===== config.mk =====
export PLATFORM = sky130hd
export DESIGN_NAME = pipe_skid_stage
export DESIGN_NICKNAME = d
export VERILOG_FILES = /design/src/rtl/pipe_skid_stage.sv
export SDC_FILE = /design/constraint.sdc
export NUM_CORES = 1
export LEC_CHECK = 0
export ABC_AREA = 1
export ABC_CLOCK_PERIOD_IN_PS = 9050
export CAP_MARGIN = 20
export CELL_PAD_IN_SITES_DETAIL_PLACEMENT = 1
export CELL_PAD_IN_SITES_GLOBAL_PLACEMENT = 2
export CORE_ASPECT_RATIO = 0.5
export CORE_MARGIN = 4
export CORE_UTILIZATION = 26
export CTS_CLUSTER_SIZE = 40
export DETAILED_ROUTE_END_ITERATION = 7
export MAX_ROUTING_LAYER = met4
export PLACE_DENSITY_LB_ADDON = 0.1
export SKIP_CTS_REPAIR_TIMING = 1
export SKIP_LAST_GASP = 1
export SLEW_MARGIN = 20
export SYNTH_ARGS = -nofsm -noshare
export SYNTH_HDL_FRONTEND = slang
export SYNTH_SLANG_ARGS = --single-unit

===== constraint.sdc =====
create_clock -name clk -period 9.05 [get_ports clk]
set_clock_uncertainty 0.15 [all_clocks]
set_input_delay 2.2625 -clock clk [delete_from_list [all_inputs] [get_ports clk]]
set_output_delay 2.2625 -clock clk [all_outputs]
set_load 0.03 [all_outputs]

===== src/rtl/pipe_skid_stage.sv =====
// rtl/pipe_skid_stage.sv - two-entry skid pipeline stage with flush and stall counter
//
// Ports:
//   clk        clock, all state updates on its rising edge
//   rst        asynchronous active-high reset
//   in_valid   upstream beat present
//   in_ready   stage can accept a beat this cycle (registered decode)
//   in_data    upstream payload
//   flush      synchronous kill of all held beats
//   out_valid  out_data holds a valid beat
//   out_ready  downstream accepts the beat this cycle
//   out_data   payload presented downstream
//   occupancy  number of beats held (0, 1 or 2)
//   stall_cnt  saturating count of cycles with in_valid=1 and in_ready=0

module pipe_skid_stage #(
  parameter int DATA_W = 104,
  parameter int CNT_W  = 16
) (
  input  logic              clk,
  input  logic              rst,
  input  logic              in_valid,
  output logic              in_ready,
  input  logic [DATA_W-1:0] in_data,
  input  logic              flush,
  output logic              out_valid,
  input  logic              out_ready,
  output logic [DATA_W-1:0] out_data,
  output logic [1:0]        occupancy,
  output logic [CNT_W-1:0]  stall_cnt
);

  typedef enum logic [1:0] {
    EMPTY = 2'd0,
    ONE   = 2'd1,
    FULL  = 2'd2
  } state_t;

  state_t            state;
  logic [DATA_W-1:0] main_q;
  logic [DATA_W-1:0] skid_q;
  logic [CNT_W-1:0]  stall_q;
  logic              in_fire;
  logic              out_fire;

  // Handshake outputs decode only the registered state, so out_ready never
  // reaches in_ready combinationally.
  assign in_ready  = (state != FULL);
  assign out_valid = (state != EMPTY);
  assign out_data  = main_q;
  assign stall_cnt = stall_q;

  assign in_fire  = in_valid & in_ready;
  assign out_fire = out_valid & out_ready;

  always_comb begin
    occupancy = 2'd0;
    case (state)
      EMPTY:   occupancy = 2'd0;
      ONE:     occupancy = 2'd1;
      FULL:    occupancy = 2'd2;
      default: occupancy = 2'd0;
    endcase
  end

  always_ff @(posedge clk or posedge rst) begin
    if (rst) begin
      state   <= EMPTY;
      main_q  <= '0;
      skid_q  <= '0;
      stall_q <= '0;
    end else begin
      // Stall accounting runs independently of flush.
      if (in_valid && !in_ready && (stall_q != {CNT_W{1'b1}})) begin
        stall_q <= stall_q + CNT_W'(1);
      end

      // Flush drops validity only; payload registers keep their contents.
      if (flush) begin
        state <= EMPTY;
      end else begin
        case (state)
          EMPTY: begin
            if (in_fire) begin
              main_q <= in_data;
              state  <= ONE;
            end
          end
          ONE: begin
            if (in_fire && out_fire) begin
              main_q <= in_data;
            end else if (in_fire) begin
              skid_q <= in_data;
              state  <= FULL;
            end else if (out_fire) begin
              state  <= EMPTY;
            end
          end
          FULL: begin
            // in_ready is low here, so only the drain path can move.
            if (out_fire) begin
              main_q <= skid_q;
              state  <= ONE;
            end
          end
          default: state <= EMPTY;
        endcase
      end
    end
  end

endmodule

**After elaboration in Yosys (flattened, before gate mapping)**

Index checks and enable logic that the tools add are counted.
Widths: inputs -> output; s select.

- Output and inout bits: 124
- Bits in registers: 226
- Bits of input ports: 109
- Logic and storage cells: 42

- Bitwise operators: 4
- Reduce and logical (&&, ||, !) cells: 10
- Mux-type cells: 12
- Add/subtract/negate cells: 1
- Eq/ne operators: 11

Operator list:

| kind | count |
|---|---|
| $mux 104 | 3 |
| $pmux 104 s3 | 1 |
| $add 16x1->16 const B | 1 |
| $ne 16x16->1 const B | 1 |
| $mux 2 | 6 |
| $ne 3x3->1 const B | 3 |
| $ne 2x2->1 const B | 4 |
| $reduce_and 4->1 | 2 |
| $pmux 2 s3 | 1 |
| $reduce_and 5->1 | 1 |
| $ne 4x4->1 const B | 1 |
| $pmux 2 s2 | 1 |
| $logic_and 1x1->1 | 3 |
| $reduce_bool 3->1 | 1 |
| $and 1x1->1 | 2 |
| $eq 2x1->1 const B | 1 |
| $eq 2x2->1 const B | 1 |
| $logic_not 2->1 | 1 |
| $not 1->1 | 2 |
| $reduce_bool 2->1 | 1 |
| $logic_not 1->1 | 1 |

**Longest topological paths before layout**

Gate-level depths: netlist of the first run.

- Word-level depth: 7
- Gate-level depth with buffers: 10
- Depth with buffers taken out: 9

**Worst setup path before layout of the first run**

No wires, ideal clock.

- Kind: reg2out
- Start point: reg state[0]
- End point: out occupancy[1]
- Slack: 5.398 ns
- Buffers on the path: 2
- Data required time: 6.638 ns
- Stages on the path, launching flop included: 6
- Arrival time: 1.239 ns
- Cell sequence: dfrtp_1 inv_2 nand2_1 inv_1 buf_2 clkbuf_1

- Longest elaborated chain between the ends: 2
- Elaborated cells on any way between the ends: 3
- Those cells by class: 2 x eq/ne; 1 x mux

RTL lines:

| item | line | RTL |
|---|---|---|
| start, declared | 39 | `state_t state;` |
| start signal, assigned | 68 | `state <= EMPTY;` |
| start signal, assigned | 80 | `state <= EMPTY;` |
| start signal, assigned | 86 | `state <= ONE;` |
| $eq 2x2->1 / $eq 2x1->1 (equally long branches) | 58 | `case (state)` |
| $pmux 2 s2 * | 58 |  |
| end, declared | 29 | `output logic [1:0] occupancy,` |

Every way passes the cells marked *; elsewhere a longest branch is shown, timed or not.

**Final worst setup path of the first run**

Ends and elaborated chain as after synthesis.

==> impl_metrics.tcl, run 1 <==
set metrics [dict create \
    worstHoldStart "skid_q[31]" \
    nets 1588 \
    portBuffers 232 \
    ys_types 24 \
    num_rows 51 \
    dieWidth_um 290 \
    wl_mm 33.1 \
    irDropWorstVdd_v 0.000124 \
    yosys-top-cells-count "nand2_1, o21ai_0, dfrtp_1, inv_1, nor2_1" \
    critPathLaunchType "flop" \
    swShare_pct 39.2 \
    stdcell_area_mm2 0.0137 \
    worstMarginPinSlew_ns 0.918 \
    syn-num-nets 1402 \
    clock_latency_ns 0.52 \
    clkSlewWorstSetupHoldPaths_ns 0.07 \
    diodes 0 \
    sequentialPowerShare_pct 39.4 \
    drt-pass1-iter-count 5 \
    hold_violations 0 \
    synth-main-ff-cell "dfrtp_1" \
    grt_pass1_wl_mm 52.6 \
    die_area_mm2 0.0431 \
    grt_pass1_vias 9418 \
    cts_root_buf "clkbuf_16" \
    synth_area_leaders "dfrtp_1, nand2_1, o21ai_0, inv_1, nor2_1" \
    synthArstFlopShare_pct 100 \
    worst_hold_path_type "reg2reg" \
    ios 233 \
    min_period_ns 4.39 \
    ant_nets 0 \
    clkPwrFrac_pct 22.0 \
    htreeDepth 1 \
    cp_max_fo 22 \
    yosysSeqAreaShare_pct 54.8 \
    synth_area_mm2 0.0103 \
    viasPerCell 4.50 \
    startpoint "state[0]" \
    fin_tns_setup_ns 0 \
    maxCapViolations 0 \
    synthCells 1292 \
    clk_path_buf_depth 3 \
    path_class "reg2out" \
    cts.sinks 226 \
    hpwl_mm 20.6 \
    synth_top_area_share_pct 54.8 \
    p_leak_nw 6.53 \
    route.detailed.drc 0 \
    cts_tree "yes" \
    p_int_w 0.00256 \
    grt_use_total_pct 15.7 \
    drv_slew 0 \
    yosysMostFrequentCell "nand2_1" \
    synth-seq-cells 226 \
    initial_core_util_pct 26.4 \
    syn_to_final_growth_pct 32.8 \
    relSlewSlack_pct 38.8 \
    fp.dieH_um 149 \
    synth_edf_count 0 \
    p_per_area_mw_per_mm2 307 \
    grt_max_degree 210 \
    rsz0062_at_grt "no" \
    critPathCaptureType "output pin" \
    setup_viol 0 \
    worstPathArrival_ns 1.98 \
    num_vias 9110 \
    syn_area_per_cell_um2 7.99 \
    yosysTopAreaCell "dfrtp_1" \
    place_congestion 0.767 \
    switchingPower_w 0.00165 \
    rr_startpoint "state[0]" \
    combinationalPowerShare_pct 38.6 \
    crit_required_ns 6.64 \
    antenna_found_initial 0 \
    drive_gt1_share_pct 3.62 \
    finalCritPeriodShare_pct 48.5 \
    outcome "complete, no violations" \
    grt_overflow 0 \
    drt_iter0_markers 407 \
    timing.fmax_mhz 228 \
    cts_buffers 23 \
    placed_cell_area_mm2 0.0130 \
    core_region_area_mm2 0.0391 \
    wire_per_inst_um 16.3 \
    synth_warnings 0 \
    whs_ns 0.335 \
]
## cells by family after synthesis
logic type	share of synthesized area (%)
compound gates	15.5
buf+inv	8.77
fa+ha+maj	0.121
flops	54.8
xor+xnor	0.679
simple gates	20.1
## per-stage QoR
stage	total power (W)	worst slack, ns	utilization (%)	cells
2_1_floorplan	0.00259	0.446	-	1292
3_3_place_gp	0.00329	4.10	33.2	1981
3_5_place_dp	0.00334	4.33	33.2	1981
4_1_cts	0.00430	4.62	35.0	2021
5_1_grt	0.00450	4.55	35.1	2023
6_report	0.00421	4.66	35.1	2023
## final timing paths
kind	depth (start not counted)	slack (ns)	end
max	4	4.66	occupancy[1]
min	2	0.33	skid_q[31]
max reg2reg	8	6.01	out_data[28]
min reg2reg	2	0.33	skid_q[31]
max in group asynchronous	3	5.25	skid_q[33]
min in group asynchronous	2	2.12	skid_q[92]
## critical path, cell delays in order (launching register included)
cell             delay [ns]
dfrtp_1                0.42
inv_2                  0.10
nand2_4                0.15
inv_2                  0.10
clkdlybuf4s50_1        0.68
## flip-flops by register name, indices dropped and copies added (netlist names)
| signal | count |
|---|---|
| skid_q | 104 |
| out_data | 104 |
| state | 2 |
| stall_cnt | 16 |
## power groups by stage
stage / combinational (W) / sequential, W / clock [W]
6_report: 0.00162 / 0.00166 / 0.000926
5_1_grt: 0.00178 / 0.00172 / 0.00101
4_1_cts: 0.00166 / 0.00167 / 0.000964
3_5_place_dp: 0.00165 / 0.00169 / 0
3_3_place_gp: 0.00162 / 0.00168 / 0
2_1_floorplan: 0.000545 / 0.00205 / 0
## layout by cell type (no fill, tap or decap), types with 2 or more instances in the layout
cell type        count
clkbuf_16           23
nor2_1              69
buf_12               2
buf_6                3
inv_2                3
a21oi_1             50
inv_1              114
nand4_1              7
o21ai_1              5
nand3_1             10
clkbuf_8             5
clkdlybuf4s50_1    232
o21ai_0            260
xor2_1               3
xnor2_1              5
dfrtp_1            226
buf_4                4
clkinv_2             6
nand2_1            450
clkbuf_1             6
## cell type report
type	instances	area (um2)
clock buffers	34	667
inverters	118	450
well taps	530	663
flip-flops and latches	226	5660
clock inverters	6	30.0
fillers	4639	25400
multi-input cells	867	3780
repair buffers	242	2450
## layer usage
metal	up-vias	global-route usage, %	wire length [um]
li1	4431	-	-
met4	0	2.64	573
met3	38	2.23	855
met2	108	28.3	17200
met1	4533	19.1	14500
met5	-	-	0
Power figures use the tool's default switching activity.
==> run 2, diff against run 1 <==
Settings changed: ABC_CLOCK_PERIOD_IN_PS 9050 to 4000.
Clock period 9.05 ns to 4 ns, I/O delays scaled along.
==> impl_metrics.tcl, run 2 (same netlist as run 1, synthesis figures left out) <==
set metrics [dict create \
    antenna_found_initial 0 \
    crit_required_ns 2.85 \
    top_layer "met4" \
    grt_overflow 0 \
    rr_endpoint "out_data[38]" \
    critPathMaxStageDelay_ns 0.67 \
    whs_ns 0.333 \
    path_delay_family "buffers and inverters" \
    fin_util_pct 35.8 \
    outcome "complete, no violations" \
    htreeDepth 1 \
    ant_nets 0 \
    num_vias 9123 \
    num_rows 51 \
    rr_startpoint "state[0]" \
    cts_buffers 25 \
    initial_core_util_pct 26.4 \
    timing.fmax_mhz 317 \
    drive_gt1_share_pct 4.70 \
    hpwl_mm 22.3 \
    clock_latency_ns 0.53 \
    final_cell_mix "nand2_1, o21ai_0, clkdlybuf4s50_1, dfrtp_1, inv_1" \
    critPathCaptureType "output pin" \
    stdcell_area_mm2 0.0140 \
    crit_path_cell_trace "inv_2, nand2_4, inv_2, clkdlybuf4s50_1" \
    setup_viol 0 \
    rsz0062_at_grt "no" \
    maxCapViolations 0 \
    grt_pass1_wl_mm 53.9 \
    fp.dieH_um 149 \
    core_region_area_mm2 0.0391 \
    relSlewSlack_pct 47.4 \
    clk_path_buf_depth 3 \
    cts_root_buf "clkbuf_16" \
    wire_per_inst_um 16.4 \
    min_period_ns 3.16 \
    cts_tree "yes" \
    drt_iter0_markers 379 \
    crit_slowest_cell "clkdlybuf4s50_1" \
    grt_pass1_vias 9702 \
    final_common_cell "nand2_1" \
    worst_hold_path_type "reg2reg" \
    placed_cell_area_mm2 0.0132 \
    viasPerCell 4.47 \
    drt-met1-wl_mm 14.8 \
    wl_met3_um 725 \
    cts.sinks 226 \
    crit_buf_inv 3 \
    nets 1603 \
    cp_max_fo 21 \
    holdPathStages 2 \
    wl_met2_mm 17.3 \
    grt_max_degree 110 \
    diodes 0 \
    r2r_setup_slack_ns 1.35 \
    hold_violations 0 \
    worstHoldStart "skid_q[31]" \
    place_congestion 0.762 \
    drv_slew 0 \
    finalCritPeriodShare_pct 78.9 \
    r2r.worst_path.cells 8 \
    path_class "reg2out" \
    portBuffers 232 \
    die_area_mm2 0.0431 \
    syn_to_final_growth_pct 35.6 \
    clkSlewWorstSetupHoldPaths_ns 0.06 \
    holdPathEnd "skid_q[31]" \
    ios 233 \
    wl_mm 33.4 \
    worstMarginPinSlew_ns 0.787 \
    worstPathArrival_ns 2.01 \
    p_per_area_mw_per_mm2 701 \
    irDropWorstVdd_v 0.000343 \
    grt_use_total_pct 16.0 \
    drt-pass1-iter-count 4 \
    route.detailed.drc 0 \
    p_leak_nw 6.67 \
    crit_top_cell "inv_2" \
    critPathLaunchType "flop" \
    dieWidth_um 290 \
]
run 2: changes by cell type in the layout (fill, tap and decap cells not counted), sizes merged:
cell	delta
buf	+13
clkbuf	+5
clkinv	-2
bufinv	+1
clkinvlp	+1
inv	-1
run 2: layout make-up:
type	instances	area (um2)
fillers	4596	25100
inverters	118	447
clock inverters	5	50.0
well taps	530	663
repair buffers	255	2640
clock buffers	39	758
multi-input cells	867	3780
flip-flops and latches	226	5660
run 2: power breakdown:
group / internal (W) / switching [W]
Sequential: 0.00325 / 0.000496
Clock: 0.00136 / 0.000969
Combinational: 0.00143 / 0.00230
Total: 0.00604 / 0.00377
run 2: stage by stage:
step                setup slack, ns  std cells  setup TNS, ns  power, W
floorplan                    -0.102       1292         -23.05   0.00587
global placement              0.836       1995              0   0.00749
detailed placement            0.815       1995              0   0.00760
CTS                           0.796       2039              0    0.0100
global route                  0.750       2040              0    0.0105
finish                        0.842       2040              0   0.00981
run 2: worst max path at each step:
stage               startpoint           end  cells after the start
global route          state[0]  occupancy[1]                      4
detailed placement    in_valid  out_data[38]                      8
floorplan                  rst   out_data[0]                      1
finish                state[0]  occupancy[1]                      4
global placement      in_valid  out_data[33]                      8
CTS                   state[0]  occupancy[1]                      4
run 2: metal layers:
metal | GRT usage [%] | vias to the layer above
met4 | 2.76 | 0
met2 | 28.6 | 81
met5 | - | -
met3 | 2.23 | 38
li1 | - | 4466
met1 | 19.6 | 4538
run 2: worst reg2reg max path, delay by kind of cell (launching register included):
family	cells	cell delay [ns]
AO/OA/AOI/OAI	1	0.30
flip-flops	1	0.42
buffers and inverters	3	0.83
AND/OR/NAND/NOR	4	0.88
